<file path="config.mk">
export PLATFORM = sky130hd
export DESIGN_NAME = apb_regfile_slave_flat
export DESIGN_NICKNAME = d
export VERILOG_FILES = /design/src/rtl/apb_regfile_slave_pkg.sv /design/src/rtl/apb_regfile_slave_if.sv /design/src/rtl/apb_regfile_slave_wait_ctrl.sv /design/src/rtl/apb_regfile_slave.sv /design/src/flat_wrapper.sv
export SDC_FILE = /design/constraint.sdc
export NUM_CORES = 1
export LEC_CHECK = 0
export ABC_AREA = 1
export CAP_MARGIN = 0
export CORE_MARGIN = 2
export CORE_UTILIZATION = 46
export DETAILED_ROUTE_END_ITERATION = 10
export PLACE_DENSITY = 0.95
export SLEW_MARGIN = 20
export SYNTH_ARGS = -nofsm -noshare
export SYNTH_HDL_FRONTEND = slang
export SYNTH_SLANG_ARGS = --single-unit
</file>
<file path="constraint.sdc">
create_clock -name PCLK -period 3.62 [get_ports PCLK]
set_clock_uncertainty 0.15 [all_clocks]
set_input_delay 0.905 -clock PCLK [delete_from_list [all_inputs] [get_ports PCLK]]
set_output_delay 0.905 -clock PCLK [all_outputs]
set_load 0.01 [all_outputs]
</file>
<file path="src/rtl/apb_regfile_slave_pkg.sv">
// +--------------------------------------------------------------------+
// | apb_pkg : shared types and helpers for the APB register-file slave  |
// | Rev 1.0                                                             |
// +--------------------------------------------------------------------+
`default_nettype none

package apb_pkg;

  typedef enum logic [0:0] {
    IDLE   = 1'b0,
    ACCESS = 1'b1
  } apb_slv_state_e;

  localparam int c_wait_cnt_w = 4;

  function automatic int byte_off_w(input int data_width);
    return $clog2(data_width / 8);
  endfunction

endpackage

`default_nettype wire

</file>
<file path="src/rtl/apb_regfile_slave_if.sv">
// +--------------------------------------------------------------------+
// | apb_regfile_slave_if : APB3/APB4 bus bundle with master/slave views |
// | Rev 1.0                                                             |
// +--------------------------------------------------------------------+
`default_nettype none

interface apb_regfile_slave_if #(
  parameter int ADDR_WIDTH = 8,
  parameter int DATA_WIDTH = 32
) ();

  logic                    PSEL;
  logic                    PENABLE;
  logic                    PWRITE;
  logic [ADDR_WIDTH-1:0]   PADDR;
  logic [DATA_WIDTH-1:0]   PWDATA;
  logic [DATA_WIDTH/8-1:0] PSTRB;
  logic [DATA_WIDTH-1:0]   PRDATA;
  logic                    PREADY;
  logic                    PSLVERR;

  modport master (
    output PSEL, PENABLE, PWRITE, PADDR, PWDATA, PSTRB,
    input  PRDATA, PREADY, PSLVERR
  );

  modport slave (
    input  PSEL, PENABLE, PWRITE, PADDR, PWDATA, PSTRB,
    output PRDATA, PREADY, PSLVERR
  );

endinterface

`default_nettype wire

</file>
<file path="src/rtl/apb_regfile_slave_wait_ctrl.sv">
// +--------------------------------------------------------------------+
// | apb_wait_ctrl : APB slave FSM with programmable wait-state counter  |
// | Rev 1.0                                                             |
// +--------------------------------------------------------------------+
`default_nettype none

module apb_wait_ctrl
  import apb_pkg::*;
#(
  parameter int WAIT_STATES = 0
) (
  input  wire logic PCLK,
  input  wire logic PRESETn,
  input  wire logic psel,
  input  wire logic penable,
  output logic      ready,
  output logic      done
);

  apb_slv_state_e          r_state, w_state_nxt;
  logic [c_wait_cnt_w-1:0] r_cnt, w_cnt_nxt;

  always_ff @(posedge PCLK or negedge PRESETn) begin
    if (!PRESETn) begin
      r_state <= IDLE;
      r_cnt   <= '0;
    end else begin
      r_state <= w_state_nxt;
      r_cnt   <= w_cnt_nxt;
    end
  end

  // ready depends only on state/counter; psel merely qualifies the done strobe
  always_comb begin
    w_state_nxt = r_state;
    w_cnt_nxt   = r_cnt;
    ready       = 1'b0;
    done        = 1'b0;
    case (r_state)
      IDLE: begin
        if (psel && !penable) begin
          w_state_nxt = ACCESS;
          w_cnt_nxt   = c_wait_cnt_w'(WAIT_STATES);
        end
      end
      ACCESS: begin
        ready = (r_cnt == '0);
        if (!psel) begin
          w_state_nxt = IDLE;
          w_cnt_nxt   = '0;
        end else if (r_cnt == '0) begin
          done        = 1'b1;
          w_state_nxt = IDLE;
        end else begin
          w_cnt_nxt = r_cnt - c_wait_cnt_w'(1);
        end
      end
      default: w_state_nxt = IDLE;
    endcase
  end

endmodule

`default_nettype wire

</file>
<file path="src/rtl/apb_regfile_slave.sv">
// +--------------------------------------------------------------------+
// | apb_regfile_slave : parametrised APB register file with strobes,    |
// | wait states, read-only masking and error responses.  Rev 1.0        |
// +--------------------------------------------------------------------+
`default_nettype none

module apb_regfile_slave
  import apb_pkg::*;
#(
  parameter int                    DATA_WIDTH  = 32,
  parameter int                    ADDR_WIDTH  = 8,
  parameter int                    NUM_REGS    = 4,
  parameter int                    WAIT_STATES = 0,
  parameter logic [NUM_REGS-1:0]   RO_MASK     = '0,
  parameter logic [DATA_WIDTH-1:0] RESET_VALUE = '0
) (
  input  wire logic                           PCLK,
  input  wire logic                           PRESETn,
  apb_regfile_slave_if.slave                  apb,
  output logic [NUM_REGS*DATA_WIDTH-1:0]      reg_out,
  input  wire logic [NUM_REGS*DATA_WIDTH-1:0] ro_in
);

  localparam int c_nbytes = DATA_WIDTH / 8;
  localparam int c_off_w  = byte_off_w(DATA_WIDTH);

  logic                  w_ready, w_done;
  logic                  w_misaligned, w_in_range, w_ro_hit, w_err, w_wr_en;
  logic [ADDR_WIDTH-1:0] w_idx;
  logic [DATA_WIDTH-1:0] w_rd_word;
  logic [DATA_WIDTH-1:0] w_regs [NUM_REGS];

  apb_wait_ctrl #(.WAIT_STATES(WAIT_STATES)) u_wait_ctrl (
    .PCLK    (PCLK),
    .PRESETn (PRESETn),
    .psel    (apb.PSEL),
    .penable (apb.PENABLE),
    .ready   (w_ready),
    .done    (w_done)
  );

  assign w_idx = apb.PADDR >> c_off_w;

  generate
    if (c_off_w == 0) begin : g_no_offset
      assign w_misaligned = 1'b0;
    end else begin : g_offset
      assign w_misaligned = |apb.PADDR[c_off_w-1:0];
    end
  endgenerate

  assign w_in_range = 32'(w_idx) < 32'(NUM_REGS);

  // full-width index compare so out-of-range addresses never alias a register
  always_comb begin
    w_ro_hit  = 1'b0;
    w_rd_word = '0;
    for (int i = 0; i < NUM_REGS; i++) begin
      if (w_idx == ADDR_WIDTH'(i)) begin
        w_ro_hit  = RO_MASK[i];
        w_rd_word = w_regs[i];
      end
    end
  end

  assign w_err   = w_misaligned || !w_in_range || (apb.PWRITE && w_ro_hit);
  assign w_wr_en = w_done && apb.PWRITE && !w_err;

  assign apb.PREADY  = w_ready;
  assign apb.PSLVERR = w_ready && w_err;
  assign apb.PRDATA  = (w_ready && !apb.PWRITE && !w_err) ? w_rd_word : '0;

  generate
    for (genvar i = 0; i < NUM_REGS; i++) begin : g_reg
      if (RO_MASK[i]) begin : g_ro
        assign w_regs[i] = ro_in[i*DATA_WIDTH +: DATA_WIDTH];
      end else begin : g_rw
        logic [DATA_WIDTH-1:0] r_reg;
        logic                  w_ro_in_unused;

        assign w_ro_in_unused = ^ro_in[i*DATA_WIDTH +: DATA_WIDTH];

        always_ff @(posedge PCLK or negedge PRESETn) begin
          if (!PRESETn) begin
            r_reg <= RESET_VALUE;
          end else if (w_wr_en && (w_idx == ADDR_WIDTH'(i))) begin
            for (int b = 0; b < c_nbytes; b++) begin
              if (apb.PSTRB[b]) r_reg[b*8 +: 8] <= apb.PWDATA[b*8 +: 8];
            end
          end
        end

        assign w_regs[i] = r_reg;
      end
      assign reg_out[i*DATA_WIDTH +: DATA_WIDTH] = w_regs[i];
    end
  endgenerate

endmodule

`default_nettype wire

</file>
<file path="src/flat_wrapper.sv">
// flat-port wrapper written by rule: the top's interface ports become plain ports
module apb_regfile_slave_flat import apb_pkg::*;
#(
  parameter int                    DATA_WIDTH  = 32,
  parameter int                    ADDR_WIDTH  = 8,
  parameter int                    NUM_REGS    = 4,
  parameter int                    WAIT_STATES = 0,
  parameter logic [NUM_REGS-1:0]   RO_MASK     = '0,
  parameter logic [DATA_WIDTH-1:0] RESET_VALUE = '0
)
  (PCLK, PRESETn, reg_out, ro_in, apb_PSEL, apb_PENABLE, apb_PWRITE, apb_PADDR, apb_PWDATA, apb_PSTRB, apb_PRDATA, apb_PREADY, apb_PSLVERR);
  apb_regfile_slave_if #(.ADDR_WIDTH(ADDR_WIDTH), .DATA_WIDTH(DATA_WIDTH)) apb_i ();
  input  wire logic PCLK;
  input  wire logic PRESETn;
  output logic [NUM_REGS*DATA_WIDTH-1:0] reg_out;
  input  wire logic [NUM_REGS*DATA_WIDTH-1:0] ro_in;
  input wire logic [$bits(apb_i.PSEL)-1:0] apb_PSEL;
  input wire logic [$bits(apb_i.PENABLE)-1:0] apb_PENABLE;
  input wire logic [$bits(apb_i.PWRITE)-1:0] apb_PWRITE;
  input wire logic [$bits(apb_i.PADDR)-1:0] apb_PADDR;
  input wire logic [$bits(apb_i.PWDATA)-1:0] apb_PWDATA;
  input wire logic [$bits(apb_i.PSTRB)-1:0] apb_PSTRB;
  output wire logic [$bits(apb_i.PRDATA)-1:0] apb_PRDATA;
  output wire logic [$bits(apb_i.PREADY)-1:0] apb_PREADY;
  output wire logic [$bits(apb_i.PSLVERR)-1:0] apb_PSLVERR;
  assign apb_i.PSEL = apb_PSEL;
  assign apb_i.PENABLE = apb_PENABLE;
  assign apb_i.PWRITE = apb_PWRITE;
  assign apb_i.PADDR = apb_PADDR;
  assign apb_i.PWDATA = apb_PWDATA;
  assign apb_i.PSTRB = apb_PSTRB;
  assign apb_PRDATA = apb_i.PRDATA;
  assign apb_PREADY = apb_i.PREADY;
  assign apb_PSLVERR = apb_i.PSLVERR;
  apb_regfile_slave #(.DATA_WIDTH(DATA_WIDTH), .ADDR_WIDTH(ADDR_WIDTH), .NUM_REGS(NUM_REGS), .WAIT_STATES(WAIT_STATES), .RO_MASK(RO_MASK), .RESET_VALUE(RESET_VALUE)) u_core (.PCLK(PCLK), .PRESETn(PRESETn), .apb(apb_i), .reg_out(reg_out), .ro_in(ro_in));
endmodule
</file>
# After elaboration in Yosys (flattened, before gate mapping)

Index checks and enable logic that the tools add are counted.

Add/subtract/negate cells: 1
Multipliers: 0
Div/mod/pow operators: 0
Order comparisons: 1
Equal/unequal tests: 5
Shifts and indexed selects: 0
Mux-type cells: 17
Bitwise logic cells: 1
Reduce and logical (&&, ||, !) cells: 35

Operators by type and width:

| kind                                                 | count |
|---|---|
| two-way mux 32 bit                                   | 5 |
| AND reduction 2 bit                                  | 17 |
| equality test 6 x 2 -> 1 bit (second input constant) | 2 |
| two-way mux 4 bit                                    | 3 |
| logical AND 1 bit                                    | 10 |
| zero test 8 bit                                      | 1 |
| one-hot mux 4 bit (2 select lines)                   | 1 |
| two-way mux 1 bit                                    | 7 |
| equality test 6 x 1 -> 1 bit (second input constant) | 1 |
| < comparator 6 x 3 -> 1 bit (second input constant)  | 1 |
| zero test 1 bit                                      | 4 |
| zero test 4 bit                                      | 1 |
| subtractor 4 x 1 -> 4 bit (second input constant)    | 1 |
| != test 3 bit (second input constant)                | 1 |
| != test 2 bit (second input constant)                | 1 |
| one-hot mux 1 bit (2 select lines)                   | 1 |
| OR reduction 2 bit                                   | 1 |
| logical OR 1 bit                                     | 1 |
| inverter 1 bit                                       | 1 |

Register bits: 133
Bits in latches: 0
Bits in writable memories: 0
Bits in read-only memories: 0
Input port bits: 177
Output and inout port bits: 162
Logic and storage cells: 78
Memories kept: 0

# Depth between registers and ports, before layout

Word-level depth: 8
Depth in mapped cells: 9
Mapped depth without buffers: 9

# Hierarchy

A second synthesis with hierarchy kept.

Cells, all modules: 886
Area, all modules: 6864.1 µm²

By module, submodules not included:

| module            | times used | cells an instance | area an instance (µm²) | seq. area each (µm²) |
|---|---|---|---|---|
| apb_regfile_slave | 1          | 843               | 6527.5                 | 3203.1 |
| apb_wait_ctrl     | 1          | 43                | 336.6                  | 125.1 |

# Worst setup path before layout

No wires, ideal clock.

Path kind: input -> output
Start: in apb_PADDR[5]
End: out apb_PRDATA[0]
Arrival time: 1.847 ns
Required time: 2.565 ns
Path slack: 0.718 ns
Stages: 8
Path buffers: 1
Cells stage by stage: nor2_4 > nand2_1 > nor2_1 > inv_1 > clkbuf_1 > nor2_1 > nor2_1 > nor2_1

Word-level cells in the longest chain between the ends: 6
Elaborated cells between the ends (all ways): 14
Classes of those cells: order compare (1); eq/ne (3); mux (5); reduce/logical (5)

RTL lines:

| item                                                           | line                                             | text |
|---|---|---|
| start, declared                                                | flat_wrapper.sv:20                               | `input wire logic [$bits(apb_i.PADDR)-1:0] apb_PADDR;` |
| < comparator 6 x 3 -> 1 bit or zero test 8 bit (tied branches) | apb_regfile_slave.sv:52, apb_regfile_slave.sv:59 |  |
| zero test 1 bit or two-way mux 32 bit (tied branches)          | apb_regfile_slave.sv:66, apb_regfile_slave.sv:59 |  |
| logical OR 1 bit or two-way mux 32 bit (tied branches)         | apb_regfile_slave.sv:66, apb_regfile_slave.sv:59 |  |
| zero test 1 bit or two-way mux 32 bit (tied branches)          | apb_regfile_slave.sv:71, apb_regfile_slave.sv:59 |  |
| logical AND 1 bit or two-way mux 32 bit (tied branches)        | apb_regfile_slave.sv:71, apb_regfile_slave.sv:59 |  |
| two-way mux 32 bit (*)                                         | apb_regfile_slave.sv:71                          | `assign apb.PRDATA = (w_ready && !apb.PWRITE && !w_err) ? w_rd_word : '0;` |
| end, declared                                                  | flat_wrapper.sv:23                               | `output wire logic [$bits(apb_i.PRDATA)-1:0] apb_PRDATA;` |

Every way passes the cells marked *; elsewhere a longest branch is shown, timed or not.

# Worst setup path in the final report

Start: in apb_PADDR[1]
End: out apb_PRDATA[13]

Word-level cells in the longest chain between the ends: 5

RTL lines:

| item               | line                    | text |
|---|---|---|
| OR reduction 2 bit | apb_regfile_slave.sv:48 | `assign w_misaligned = \|apb.PADDR[c_off_w-1:0];` |
| logical OR 1 bit   | apb_regfile_slave.sv:66 | `assign w_err = w_misaligned \|\| !w_in_range \|\| (apb.PWRITE && w_ro_hit);` |
| zero test 1 bit    | apb_regfile_slave.sv:71 |  |
| logical AND 1 bit  | apb_regfile_slave.sv:71 |  |
| two-way mux 32 bit | apb_regfile_slave.sv:71 |  |

No other way between the ends.

==> metrics.md <==
| Metric | Value |
|---|---|
| Deepest clock path buffer count | `2` |
| Crit path kind | `primary input to output pin` |
| Post-Syn Area | `0.00746 mm²` |
| Clk sinks | `133` |
| Vias per cell | `5.59` |
| Final Worst Setup Slack | `53.3 ps` |
| Critical Path RT | `2560 ps` |
| Mapped Cells | `1011` |
| Critical-path maximum fanout | `8` |
| Fin. max-slew vios | `0` |
| Synth Area in Compound Gates | `0.00419` |
| Area Growth Syn to Fin | `48.8%` |
| WL final | `26.8 mm` |
| Initial drt markers | `724` |
| CTS root buffer | `clkbuf_16` |
| Setup TNS | `0 ps` |
| Placed cell count | `1417` |
| Clock Latency Late Sink | `410 ps` |
| CTS Buf Count | `17` |
| Via count of the first global-routing pass | `8154` |
| Fraction of final layout cells with drive strength greater than 1 | `0.137` |
| Outcome | `finished clean` |
| Synth Warn # | `0` |
| Grt ovf | `0` |
| TritonRoute pass-1 iters | `5` |
| Number of diodes | `0` |
| Tcrit/Tclk final | `0.985` |
| Fillcell total | `1198` |
| Xor/xnor cell area share of the yosys netlist | `0` |
| Mux contribution to synthesized area | `0` |
| Final setup vio count | `0` |
| Number of I/O pins | `339` |
| Maximum clock rate | `280 MHz` |
| Rel. slew slack | `0.444` |
| Sequential fraction of the synthesis area | `0.446` |
| First-pass GRT wire length | `42.3 mm` |
| Die X | `131 µm` |
| Final core utilization | `0.699` |
| FF+latch count, synth | `133` |
| Post-synth top area share | `0.446` |
| Row count | `46` |
| Area leader, netlist | `dfrtp_1` |
| Post-DP Area | `0.0100 mm²` |
| # Max-Cap Violations | `0` |
| Routability cong. | `0.839` |
| Static Leakage | `5.28 nW` |
| CP Capture Type | `output pin` |
| Pre-CTS setup slack | `-416 ps` |
| Hold WC Path Type | `primary input to async pin` |
| Largest net degree at the start of global routing | `77` |
| PortBufs | `210` |
| VDD IR max | `0.281 mV` |
| Worst setup SP type | `primary input` |
| Syn avg cell area | `7.38 µm²` |
| H-tree lvl count | `4` |
| Fin. Hold Viols | `0` |
| Hpwl dp | `16.4 mm` |
| Tot GR Track Use | `0.309` |
| Largest family of logic cells by synthesized area | `simple AND/OR/NAND/NOR gates` |
| Starting Density | `0.470` |
| Design area | `0.0111 mm²` |
| Post-Syn Nets | `1190` |
| Area occupied by registers | `0.00333 mm²` |
| Post-Synth Adder-Cell Area | `0.00335` |
| Finished Layout Cells | `1482` |
| Post-CTS Hold Fix Bufs | `0` |
| Hold_ws | `343 ps` |
| Arrival @ worst endpoint | `2510 ps` |
| DR WL/cell | `18.1 µm` |
| Pwr Total | `3.81 mW` |
| Combined area of the multi-input logic cells | `0.00343 mm²` |
| PwrDens | `343 mW/mm²` |
| Core ar. | `0.0159 mm²` |
| DR vias | `8284` |
| Crit path time final | `3570 ps` |
| Die Ht | `131 µm` |
| Die area | `0.0173 mm²` |
| Post-synthesis simple-gate area fraction | `0.444` |
| Nets | `1432` |
| Initial antenna violation count | `0` |
| CTS tree | `yes` |
| Least-Margin Pin Slew | `832 ps` |
| Clock transition at the registers of the reported paths | `60 ps` |
| Distinct cells, synth | `32` |
| Post-route antenna net violation count | `0` |
| DRC viols | `0` |
| Most area-consuming cells after synthesis | `dfrtp_1, nand2_1, nand4_1, inv_1, nor2_1` |
| Largest register FFs | `128` |
layer usage:
| layer | up-vias | track usage | wire [µm] |
|---|---|---|---|
| li1 | 3728 | - | - |
| met1 | 3946 | 0.362 | 9920 |
| met2 | 505 | 0.524 | 13300 |
| met3 | 105 | 0.0802 | 2480 |
| met4 | 0 | 0.159 | 1100 |
| met5 | - | 0 | 0 |
synth_stat cells, drive strengths merged:
cell / n
nand2: 396
o21ai: 1
inv: 110
o21bai: 1
ha: 2
a21oi: 1
nand3: 37
dfrtp: 133
clkbuf: 14
o31ai: 1
o22ai: 1
nor2: 109
nor3b: 1
or2: 1
clkinv: 1
nand4: 148
nor3: 2
buf: 52
timing repair:
action,4_1_cts,5_1_grt
endpoints found under the setup margin,32,28
gates cloned,8,1
setup buffers,22,2
pin swaps,14,12
resized for setup,116,16
report_power, final:
part	switching (mW)	total (mW)	internal (mW)	leakage (nW)
Clock	0.642	1.91	1.27	0.324
Combinational	0.232	0.374	0.142	3.10
Sequential	0.0183	1.53	1.51	1.85
Total	0.892	3.81	2.92	5.28
cells in the final DEF, fill, tap and decap left out, drive strengths merged:
| cell type | n |
|---|---|
| bufinv | 5 |
| o21ai | 1 |
| or2 | 1 |
| a21oi | 1 |
| clkbuf | 27 |
| clkdlybuf4s50 | 170 |
| bufbuf | 2 |
| nor3b | 1 |
| dlymetal6s2s | 1 |
| nand4 | 148 |
| nand3 | 37 |
| dlygate4sd2 | 6 |
| nand2 | 396 |
| clkdlybuf4s15 | 11 |
| nor2 | 109 |
| o21bai | 1 |
| clkinv | 6 |
| buf | 94 |
| nor3 | 2 |
| ha | 2 |
| o22ai | 1 |
| o31ai | 1 |
| dfrtp | 133 |
| inv | 110 |
final timing paths:
kind	endpoint	slack, ps	depth (start not counted)	startpoint
max	apb_PRDATA[13]	50	9	apb_PADDR[1]
min	u_core.g_reg[1].g_rw.r_reg[2]	340	1	PRESETn
max reg2reg	u_core.g_reg[0].g_rw.r_reg[29]	1390	7	u_core.u_wait_ctrl.r_cnt[0]
min reg2reg	u_core.g_reg[3].g_rw.r_reg[25]	340	2	u_core.g_reg[3].g_rw.r_reg[25]
max in group asynchronous	u_core.g_reg[3].g_rw.r_reg[9]	2150	2	PRESETn
min in group PCLK	u_core.g_reg[3].g_rw.r_reg[25]	340	2	u_core.g_reg[3].g_rw.r_reg[25]
critical path, cell delays in order:
cell and delay, ps:
clkdlybuf4s50_1 400, nor2_1 110, nand3_2 120, nor3_4 180, buf_6 170, buf_12 150, nand3_1 80, nor2_1 130
clkdlybuf4s15_1 260
kinds of logic (layout without fill, tap and decap cells):
logic type / count (synthesis) / after routing
AND/OR/NAND/NOR: 694 / 694
buffers and inverters: 177 / 432
flip-flops: 133 / 133
AO/OA/AOI/OAI: 5 / 5
adder cells (fa/ha/maj): 2 / 2
cell type report:
cell class                      instances  area share
Multi-Input combinational cell        701       0.308
Inverter                              111      0.0376
Sequential cell                       133       0.300
Timing Repair Buffer                  289       0.272
Tap cell                              216      0.0243
Clock inverter                         10      0.0158
Clock buffer                           22      0.0427
Power figures use the tool's default switching activity.
